<file path="src/rtl/spi_resp_pkg.sv">
// Shared types and register-map constants for the SPI responder.
package spi_resp_pkg;

  typedef enum logic [2:0] {
    IDLE,
    CMD,
    ADDR,
    DATA_WR,
    DATA_RD,
    IGNORE
  } resp_state_t;

  localparam logic [7:0] CMD_WRITE    = 8'h0A;
  localparam logic [7:0] CMD_READ     = 8'h0B;
  localparam logic [7:0] SOFT_RST_KEY = 8'h52;
  localparam logic [7:0] DEVID_ALT    = 8'h1D;

  localparam logic [5:0] ADDR_DEVID      = 6'h00;
  localparam logic [5:0] ADDR_DEVID_ALT  = 6'h01;
  localparam logic [5:0] ADDR_XDATA      = 6'h08;
  localparam logic [5:0] ADDR_YDATA      = 6'h09;
  localparam logic [5:0] ADDR_ZDATA      = 6'h0A;
  localparam logic [5:0] ADDR_SOFT_RST   = 6'h1F;
  localparam logic [5:0] ADDR_SCRATCH_LO = 6'h20;
  localparam logic [5:0] ADDR_SCRATCH_HI = 6'h2C;
  localparam logic [5:0] ADDR_POWER_CTL  = 6'h2D;

  function automatic logic is_scratch(input logic [5:0] addr);
    return (addr >= ADDR_SCRATCH_LO) && (addr <= ADDR_SCRATCH_HI);
  endfunction

endpackage

</file>
<file path="src/rtl/spi_edge_sync.sv">
// N-flop synchronizer for one SPI pin, with rise/fall pulses on the synchronized level.
module spi_edge_sync #(
  parameter int   STAGES  = 2,
  parameter logic RST_VAL = 1'b0
) (
  input  logic clk,
  input  logic rst_n,
  input  logic d,
  output logic level,
  output logic rise,
  output logic fall
);

  logic [STAGES-1:0] sync_q;
  logic              prev_q;

  // NOTE: sequential state uses non-blocking assignments so every flop samples pre-edge values.
  always_ff @(posedge clk or negedge rst_n) begin
    if (!rst_n) begin
      sync_q <= {STAGES{RST_VAL}};
      prev_q <= RST_VAL;
    end else begin
      sync_q <= {sync_q[STAGES-2:0], d};
      prev_q <= sync_q[STAGES-1];
    end
  end

  assign level = sync_q[STAGES-1];
  assign rise  = level & ~prev_q;
  assign fall  = ~level & prev_q;

endmodule

</file>
<file path="src/rtl/spi_responder.sv">
// SPI mode-0 responder with a 64-entry byte register map and auto-incrementing pointer.
// Optional soft reset at 0x1F is enabled by defining SPI_RESP_SOFT_RST_EN.
module spi_responder
  import spi_resp_pkg::*;
#(
  parameter logic [7:0] DEVID       = 8'hAD,
  parameter int         SYNC_STAGES = 2
) (
  input  logic       clk,
  input  logic       rst_n,
  input  logic       sclk,
  input  logic       cs,
  input  logic       mosi,
  input  logic [7:0] x_data,
  input  logic [7:0] y_data,
  input  logic [7:0] z_data,
  output logic       miso,
  output logic [7:0] power_ctl,
  output logic       soft_rst,
  output logic       busy
);

  logic sclk_lvl, sclk_rise, sclk_fall;
  logic cs_lvl, cs_rise, cs_fall;
  logic mosi_lvl, mosi_rise, mosi_fall;

  spi_edge_sync #(.STAGES(SYNC_STAGES), .RST_VAL(1'b0)) u_sync_sclk (
    .clk(clk), .rst_n(rst_n), .d(sclk), .level(sclk_lvl), .rise(sclk_rise), .fall(sclk_fall)
  );
  spi_edge_sync #(.STAGES(SYNC_STAGES), .RST_VAL(1'b1)) u_sync_cs (
    .clk(clk), .rst_n(rst_n), .d(cs), .level(cs_lvl), .rise(cs_rise), .fall(cs_fall)
  );
  spi_edge_sync #(.STAGES(SYNC_STAGES), .RST_VAL(1'b0)) u_sync_mosi (
    .clk(clk), .rst_n(rst_n), .d(mosi), .level(mosi_lvl), .rise(mosi_rise), .fall(mosi_fall)
  );

  // Frame control works from the cs level; edge pulses other than sclk are not needed.
  logic unused_edges;
  assign unused_edges = &{1'b0, sclk_lvl, cs_rise, cs_fall, mosi_rise, mosi_fall};

  resp_state_t state_q;
  logic        write_mode_q;
  logic [2:0]  bit_cnt_q;
  logic [6:0]  shift_in_q;
  logic [7:0]  shift_out_q;
  logic [5:0]  ptr_q;
  logic [7:0]  scratch_q [ADDR_SCRATCH_LO:ADDR_SCRATCH_HI];
  logic [7:0]  power_ctl_q;
  logic        busy_q;

  logic       in_frame;
  logic       byte_done;
  logic [7:0] rx_byte;
  logic [5:0] rd_addr;
  logic [7:0] rd_data;
  logic       wr_en;
  logic       soft_hit;

  // A cs release on the same cycle as the 8th rise masks byte_done, so the byte is dropped.
  assign in_frame  = ~cs_lvl;
  assign byte_done = in_frame & sclk_rise & (bit_cnt_q == 3'd7);
  assign rx_byte   = {shift_in_q, mosi_lvl};
  assign wr_en     = byte_done & (state_q == DATA_WR);
  // The first read byte is fetched from the address being received, later ones from the pointer.
  assign rd_addr   = (state_q == ADDR) ? rx_byte[5:0] : ptr_q;

  // NOTE: default assignment first so no path through this block infers a latch.
  always_comb begin
    rd_data = 8'h00;
    if (rd_addr == ADDR_DEVID)           rd_data = DEVID;
    else if (rd_addr == ADDR_DEVID_ALT)  rd_data = DEVID_ALT;
    else if (rd_addr == ADDR_XDATA)      rd_data = x_data;
    else if (rd_addr == ADDR_YDATA)      rd_data = y_data;
    else if (rd_addr == ADDR_ZDATA)      rd_data = z_data;
    else if (is_scratch(rd_addr))        rd_data = scratch_q[rd_addr];
    else if (rd_addr == ADDR_POWER_CTL)  rd_data = power_ctl_q;
  end

`ifdef SPI_RESP_SOFT_RST_EN
  logic soft_rst_q;
  assign soft_hit = wr_en & (ptr_q == ADDR_SOFT_RST) & (rx_byte == SOFT_RST_KEY);

  always_ff @(posedge clk or negedge rst_n) begin
    if (!rst_n) soft_rst_q <= 1'b0;
    else        soft_rst_q <= soft_hit;
  end
  assign soft_rst = soft_rst_q;
`else
  assign soft_hit = 1'b0;
  assign soft_rst = 1'b0;
`endif

  // NOTE: the register file is small and must be cleared by soft reset anyway, so it takes the async reset too.
  always_ff @(posedge clk or negedge rst_n) begin
    if (!rst_n) begin
      scratch_q   <= '{default: 8'h00};
      power_ctl_q <= 8'h00;
    end else if (soft_hit) begin
      scratch_q   <= '{default: 8'h00};
      power_ctl_q <= 8'h00;
    end else if (wr_en && is_scratch(ptr_q)) begin
      scratch_q[ptr_q] <= rx_byte;
    end else if (wr_en && (ptr_q == ADDR_POWER_CTL)) begin
      power_ctl_q <= rx_byte;
    end
  end

  always_ff @(posedge clk or negedge rst_n) begin
    if (!rst_n) begin
      state_q      <= IDLE;
      write_mode_q <= 1'b0;
      bit_cnt_q    <= 3'd0;
      shift_in_q   <= 7'd0;
      shift_out_q  <= 8'h00;
      ptr_q        <= 6'd0;
      busy_q       <= 1'b0;
    end else begin
      busy_q <= in_frame;
      if (!in_frame) begin
        state_q    <= IDLE;
        bit_cnt_q  <= 3'd0;
        shift_in_q <= 7'd0;
      end else begin
        if (state_q == IDLE) state_q <= CMD;
        if (sclk_rise) begin
          shift_in_q <= rx_byte[6:0];
          bit_cnt_q  <= bit_cnt_q + 3'd1;
        end
        // The fall after the 8th bit sees bit_cnt_q == 0 and leaves the next loaded byte intact.
        if (sclk_fall && (state_q == DATA_RD) && (bit_cnt_q != 3'd0))
          shift_out_q <= {shift_out_q[6:0], 1'b0};
        if (byte_done) begin
          case (state_q)
            CMD: begin
              if (rx_byte == CMD_WRITE) begin
                state_q      <= ADDR;
                write_mode_q <= 1'b1;
              end else if (rx_byte == CMD_READ) begin
                state_q      <= ADDR;
                write_mode_q <= 1'b0;
              end else begin
                state_q <= IGNORE;
              end
            end
            ADDR: begin
              if (write_mode_q) begin
                state_q <= DATA_WR;
                ptr_q   <= rx_byte[5:0];
              end else begin
                state_q     <= DATA_RD;
                shift_out_q <= rd_data;
                ptr_q       <= rx_byte[5:0] + 6'd1;
              end
            end
            DATA_WR: ptr_q <= ptr_q + 6'd1;
            DATA_RD: begin
              shift_out_q <= rd_data;
              ptr_q       <= ptr_q + 6'd1;
            end
            default: ;
          endcase
        end
      end
    end
  end

  assign miso      = (state_q == DATA_RD) ? shift_out_q[7] : 1'b0;
  assign power_ctl = power_ctl_q;
  assign busy      = busy_q;

endmodule

</file>
<file path="config.mk">
export PLATFORM = sky130hd
export DESIGN_NAME = spi_responder
export DESIGN_NICKNAME = d
export VERILOG_FILES = /design/src/rtl/spi_resp_pkg.sv /design/src/rtl/spi_edge_sync.sv /design/src/rtl/spi_responder.sv
export SDC_FILE = /design/constraint.sdc
export NUM_CORES = 1
export LEC_CHECK = 0
export ABC_CLOCK_PERIOD_IN_PS = 2600
export BUFFER_PORTS_ARGS = -buffer_cell sky130_fd_sc_hd__buf_2
export CAP_MARGIN = 20
export CORE_AREA = 2 2 139 141
export DETAILED_ROUTE_END_ITERATION = 16
export DIE_AREA = 0 0 141 143
export PLACE_DENSITY = 0.6
export SYNTH_ARGS = -nofsm -noshare
export SYNTH_HDL_FRONTEND = slang
export SYNTH_HIERARCHICAL = 1
export SYNTH_SLANG_ARGS = --single-unit
</file>
<file path="constraint.sdc">
create_clock -name clk -period 2.6 [get_ports clk]
set_input_delay 0.52 -clock clk [delete_from_list [all_inputs] [get_ports clk]]
set_output_delay 0.52 -clock clk [all_outputs]
set_load 0.05 [all_outputs]
</file>
==> impl_metrics.csv, run 1 <==
group,metric,value,unit
clocking,path_clk_slew,60,ps
yosys,synthesis.area,8130,um2
sta,worst_slew_pin_slew,590,ps
detailed_routing,postRouteAntennaNets,0,
setup_path,r2r_end,"shift_out_q[6]$_DFFE_PN0N_",
sta,post-route-period-util,97.6,%
clocking,cts_root_buf,"clkbuf_16",
setup_path,crit_arrival,2880,ps
detailed_routing,first_pass_iters,5,
setup_path,reg2reg_depth,8,
setup_path,endpoint_kind,"register",
setup_path,cp_data_required_time,2940,ps
sta,finClkSkew,17.3,ps
sta,hold_viol_final,0,
power_and_ir_drop,p_leak,0.00456,uW
die,core,18600,um2
final_layout,stdcell_count,1091,
power_and_ir_drop,irDropWorstVdd,0.459,mV
status,status,"complete, no violations",
grt,grt.total_usage,25.0,%
detailed_routing,drtIter0Drc,497,
die,io_pins,40,
clocking,cts_buffer_depth,2,
placed_design,post-dp-hpwl,17200,um
setup_path,crit_type,"register to register",
die,die_h,143,um
setup_path,cp-start-kind,"register",
detailed_routing,via_per_inst,5.94,
placed_design,numPortBuffers,38,
grt,grt_max_degree,59,
setup_path,cp_max_fo,26,
sta,fmax,394,MHz
final_layout,drive_above_1_share,36.9,%
yosys,synth.avg_cell_area,10.8,um2
placed_design,place_congestion,0.914,
yosys,ys_warn_count,6,
power_and_ir_drop,pwr_density_cell,519,nW/um2
worst_hold_path,hold_path_class,"primary input to async pin",
clocking,cts_htree_levels,4,
sta,fin_ws,63.7,ps
detailed_routing,vias,6480,
grt,antenna_found_initial,0,
grt,grt_busiest_layer,"met2",
final_layout,n_antenna_cell,0,
final_layout,num-fill-cells,1614,
die,die_w,141,um
grt,grt_pass1_vias,6525,
die,std_cell_rows,50,
detailed_routing,drc,0,
die,die_area,20200,um2
sta,slew_headroom,60.6,%
power_and_ir_drop,p_total,5130,uW
detailed_routing,wl,24100,um
sta,finalSetupViolCount,0,
placed_design,dp_cells,1059,
grt,grt_overflow_total,0,
grt,met2_usage,41.3,%
detailed_routing,wl_per_cell,22.1,um
clocking,insertion_delay,440,ps
placed_design,post-place-ws,-11.6,ps
grt,grt_pass1_wl,37800,um
clocking,cts_buffers,17,
setup_path,reg2reg_slack,60,ps
yosys,synthesis.nets,788,
grt,use_met3,3.76,%
grt,grt.met1_usage,33.3,%
die,initial_core_util,43.7,%
clocking,cts_tree,"yes",
final_layout,area_growth,21.6,%
final_layout,final_nets,882,
clocking,cts_sinks,148,
sta,fin_crit,2540,ps
sta,holdWs,45.8,ps
sta,slew_violations,0,
setup_path,timing.rr.start,"state_q[2]$_DFF_PN0_",
run,max_cap_violations,0,
yosys,syn_inst,751,
[area by class of cell]
cell class / count / area (um2) / share of cell area (%)
clock buffer: 20 / 447 / 4.52
sequential: 148 / 3710 / 37.5
inverter: 9 / 33.8 / 0.342
clock inverter: 11 / 175 / 1.77
multi-input combinational: 545 / 4210 / 42.6
timing repair buffer: 124 / 1020 / 10.3
tap: 234 / 293 / 2.96
[where the power goes]
group	switching [uW]	internal [uW]	leakage (uW)
clock	987	1630	0.000297
sequential	13.5	2320	0.00201
combinational	114	63.5	0.00226
total	1110	4010	0.00456
[state kept, by name (all words and copies together) (netlist names)]
signal              flops
shift_in_q              7
bit_cnt_q               3
state_q                 3
power_ctl               8
busy                    1
u_sync_mosi/sync_q      2
u_sync_cs/sync_q        2
ptr_q                   6
write_mode_q            1
u_sync_sclk/sync_q      2
shift_out_q             8
scratch_q             104
u_sync_sclk/prev_q      1
[through the flow]
step | instance area, um2 | setup TNS [ps] | util, %
after floorplan | 8130 | 0 | -
after global placement | 9200 | 0 | 49.5
after detailed placement | 9200 | -21.2 | 49.5
after CTS | 9850 | 0 | 53.0
after global routing | 9880 | -50.6 | 53.2
final | 9880 | 0 | 53.2
[worst max-delay path, stage by stage, from the launching register on]
cell      delay (ps)
dfrtp_1          420
or3b_4           440
buf_4            240
buf_12           180
nand2_1           60
nand2_1          150
a211oi_1         410
nand4_1          310
a31oi_1          230
[what timing repair did]
action | 4_1_cts | 5_1_grt
gates cloned | 0 | 0
hold buffers | 0 | 0
pin swaps | 1 | 2
setup buffers | 1 | 0
setup endpoints to repair | 8 | 118
resized for setup | 0 | 10
[cell usage in the layout, fill, tap and decap left out, drive strengths merged, types with 6 or more instances in the layout]
cell type  instances
inv               11
clkbuf            20
a221oi             7
nand2b             6
nand2             56
buf              124
o21ai             23
nor2b              7
a31oi             12
mux2i             53
nor2              66
a21oi             36
ha                 8
nand3             29
mux2             129
dfrtp            146
nor3               8
nand4             10
nor3b              6
o22a               8
[worst max-delay path by stage]
stage | slack (ps) | cells past startpoint | start | to
floorplan | 210 | 8 | bit_cnt_q[0]$_DFFE_PN0P_ | scratch_q[56]$_DFFE_PN0P_
global placement | 30 | 8 | state_q[2]$_DFF_PN0_ | shift_out_q[5]$_DFFE_PN0N_
detailed placement | -10 | 8 | bit_cnt_q[1]$_DFFE_PN0P_ | scratch_q[57]$_DFFE_PN0P_
CTS | 40 | 9 | bit_cnt_q[1]$_DFFE_PN0P_ | scratch_q[82]$_DFFE_PN0P_
global route | -10 | 9 | bit_cnt_q[1]$_DFFE_PN0P_ | scratch_q[41]$_DFFE_PN0P_
finish | 60 | 8 | state_q[2]$_DFF_PN0_ | shift_out_q[6]$_DFFE_PN0N_
[routing by layer]
| layer | wire (um) | part of all wire, % | vias to the layer above |
|---|---|---|---|
| met5 | 0 | 0 | - |
| met4 | 772 | 3.2 | 0 |
| met3 | 987 | 4.1 | 41 |
| met2 | 11700 | 49 | 190 |
| met1 | 10600 | 44 | 3295 |
| li1 | - | - | 2954 |
No activity file was read; power rests on OpenSTA's default activity.
==> run 2: changes to the inputs <==
--- a/config.mk
+++ b/config.mk
@@ -5,7 +5,7 @@
 export SDC_FILE = /design/constraint.sdc
 export NUM_CORES = 1
 export LEC_CHECK = 0
-export ABC_CLOCK_PERIOD_IN_PS = 2600
+export ABC_CLOCK_PERIOD_IN_PS = 3270
 export BUFFER_PORTS_ARGS = -buffer_cell sky130_fd_sc_hd__buf_2
 export CAP_MARGIN = 20
 export CORE_AREA = 2 2 139 141
==> constraint.sdc (replaced) <==
create_clock -name clk -period 3.27 [get_ports clk]
set_input_delay 0.654 -clock clk [delete_from_list [all_inputs] [get_ports clk]]
set_output_delay 0.654 -clock clk [all_outputs]
set_load 0.05 [all_outputs]
==> impl_metrics.csv, run 2 (synthesis gave the netlist of run 1 again) <==
group,metric,value,unit
grt,grt_pass1_vias,6370,
final_layout,area_growth,12.9,%
clocking,cts_sinks,148,
final_layout,largest-register,"scratch_q",
die,die_w,141,um
detailed_routing,wl,22900,um
sta,fin_crit,2900,ps
detailed_routing,wl_per_cell,22.1,um
die,io_pins,40,
setup_path,max_stage_delay,600,ps
die,std_cell_rows,50,
run,max_cap_violations,0,
final_layout,num-fill-cells,1708,
setup_path,timing.rr.start,"state_q[0]$_DFF_PN0_",
detailed_routing,first_pass_iters,5,
setup_path,crit_arrival,3240,ps
clocking,cts_htree_levels,4,
setup_path,endpoint_kind,"register",
die,die_h,143,um
final_layout,final_nets,825,
die,die_area,20200,um2
detailed_routing,drtIter0Drc,484,
setup_path,cp_data_required_time,3610,ps
clocking,cts_setup_buffers,0,
status,status,"complete, no violations",
final_layout,drive_above_1_share,31.5,%
sta,finClkSkew,11.7,ps
final_layout,layout_common_cells,"145 x dfrtp_1, 128 x mux2_2, 56 x nand2_1, 56 x nor2_1, 53 x mux2i_1",
placed_design,place_congestion,0.917,
sta,slew_headroom,39.6,%
clocking,cts_root_buf,"clkbuf_16",
clocking,cts_hold_buf,0,
detailed_routing,vias,6229,
sta,fin_tns_setup,0,ps
sta,rsz0062_at_grt,"false",
final_layout,largest_register_ffs,104,
clocking,insertion_delay,430,ps
die,core,18600,um2
clocking,path_clk_slew,60,ps
sta,worst_slew_pin_slew,907,ps
clocking,cts_tree,"yes",
grt,grt.total_usage,23.4,%
final_layout,final_common_cell,"dfrtp_1",
power_and_ir_drop,p_leak,0.00417,uW
clocking,cts_buffers,17,
grt,antenna_found_initial,0,
setup_path,reg2reg_depth,7,
detailed_routing,postRouteAntennaNets,0,
setup_path,cp-start-kind,"register",
detailed_routing,drc,0,
setup_path,path_cells,"or3b_1 > buf_4 > nand3_1 > nand2_1 > a2111oi_0 > nand3_1 > a211oi_1",
detailed_routing,via_per_inst,6.02,
power_and_ir_drop,pwr_density_cell,418,nW/um2
sta,slew_violations,0,
worst_hold_path,hold_path_class,"primary input to async pin",
sta,holdWs,246,ps
setup_path,cp-startpoint,"state_q[0]$_DFF_PN0_",
clocking,cts_buffer_depth,2,
sta,fin_ws,367,ps
setup_path,cp_max_fo,16,
final_layout,stdcell_count,1035,
placed_design,dp_cells,1003,
sta,hold_viol_final,0,
placed_design,post-place-ws,424,ps
setup_path,cpMostUsedCell,"nand3_1",
die,initial_core_util,43.7,%
setup_path,crit_type,"register to register",
sta,post-route-period-util,88.8,%
placed_design,post-dp-hpwl,15800,um
final_layout,n_antenna_cell,0,
placed_design,numPortBuffers,38,
setup_path,crit_slowest_cell,"or3b_1",
clocking,cts_resized,0,
grt,grt_overflow_total,0,
power_and_ir_drop,irDropWorstVdd,0.327,mV
sta,finalSetupViolCount,0,
final_layout,fin_util,49.4,%
grt,grt_max_degree,75,
sta,fmax,344,MHz
grt,grt_pass1_wl,35700,um
==> run 2: cell types whose count changed in the layout (fill, tap and decap cells not counted), moves of 3 or more <==
cell / delta
buf_4: -42
clkinv_2: +3
buf_12: -14
bufinv_16: -3
nand2_1: +3
nand2_2: -3
==> run 2: cell type report <==
| cell class | count | area [um2] | area share (%) |
|---|---|---|---|
| inverters | 9 | 33.8 | 0.368 |
| well taps | 234 | 293 | 3.19 |
| repair buffers | 67 | 414 | 4.52 |
| clock buffers | 21 | 450 | 4.91 |
| multi-input cells | 545 | 4170 | 45.5 |
| clock inverters | 11 | 101 | 1.10 |
| flip-flops and latches | 148 | 3710 | 40.4 |
==> run 2: worst paths after layout <==
path,endpoint,slack [ps]
min reg2reg,u_sync_mosi/sync_q[1]$_DFF_PN0_,350
max reg2reg,shift_out_q[0]$_DFFE_PN0N_,370
max in group asynchronous,shift_out_q[4]$_DFFE_PN0N_,2160
min,write_mode_q$_DFFE_PN0P_,250
min in group clk,u_sync_cs/sync_q[0]$_DFF_PN1_,330
max,shift_out_q[0]$_DFFE_PN0N_,370
==> run 2: power breakdown <==
part	switching [uW]	leakage [uW]	internal [uW]
combinational	84.4	0.00189	41.0
clock	782	0.000272	1070
sequential	14.7	0.00201	1840
==> run 2: layer usage <==
| layer | global-route usage [%] | share of wire [%] |
|---|---|---|
| met3 | 5.03 | 5.4 |
| met1 | 30.6 | 44 |
| met2 | 37.4 | 47 |
| met4 | 10.9 | 3.6 |
| met5 | 0 | 0 |
==> run 2: worst max-delay path: cells and delay by family (launching register included) <==
family | cells | cell delay, ps
AO/OA/AOI/OAI | 2 | 810
buffers and inverters | 1 | 300
flip-flops | 1 | 380
AND/OR/NAND/NOR | 4 | 1320
==> run 2: through the flow <==
stage	area, um2	total power [uW]
2_1_floorplan	8130	1940
3_3_place_gp	8620	2020
3_5_place_dp	8620	2020
4_1_cts	9170	3870
5_1_grt	9170	3970
6_report	9170	3830
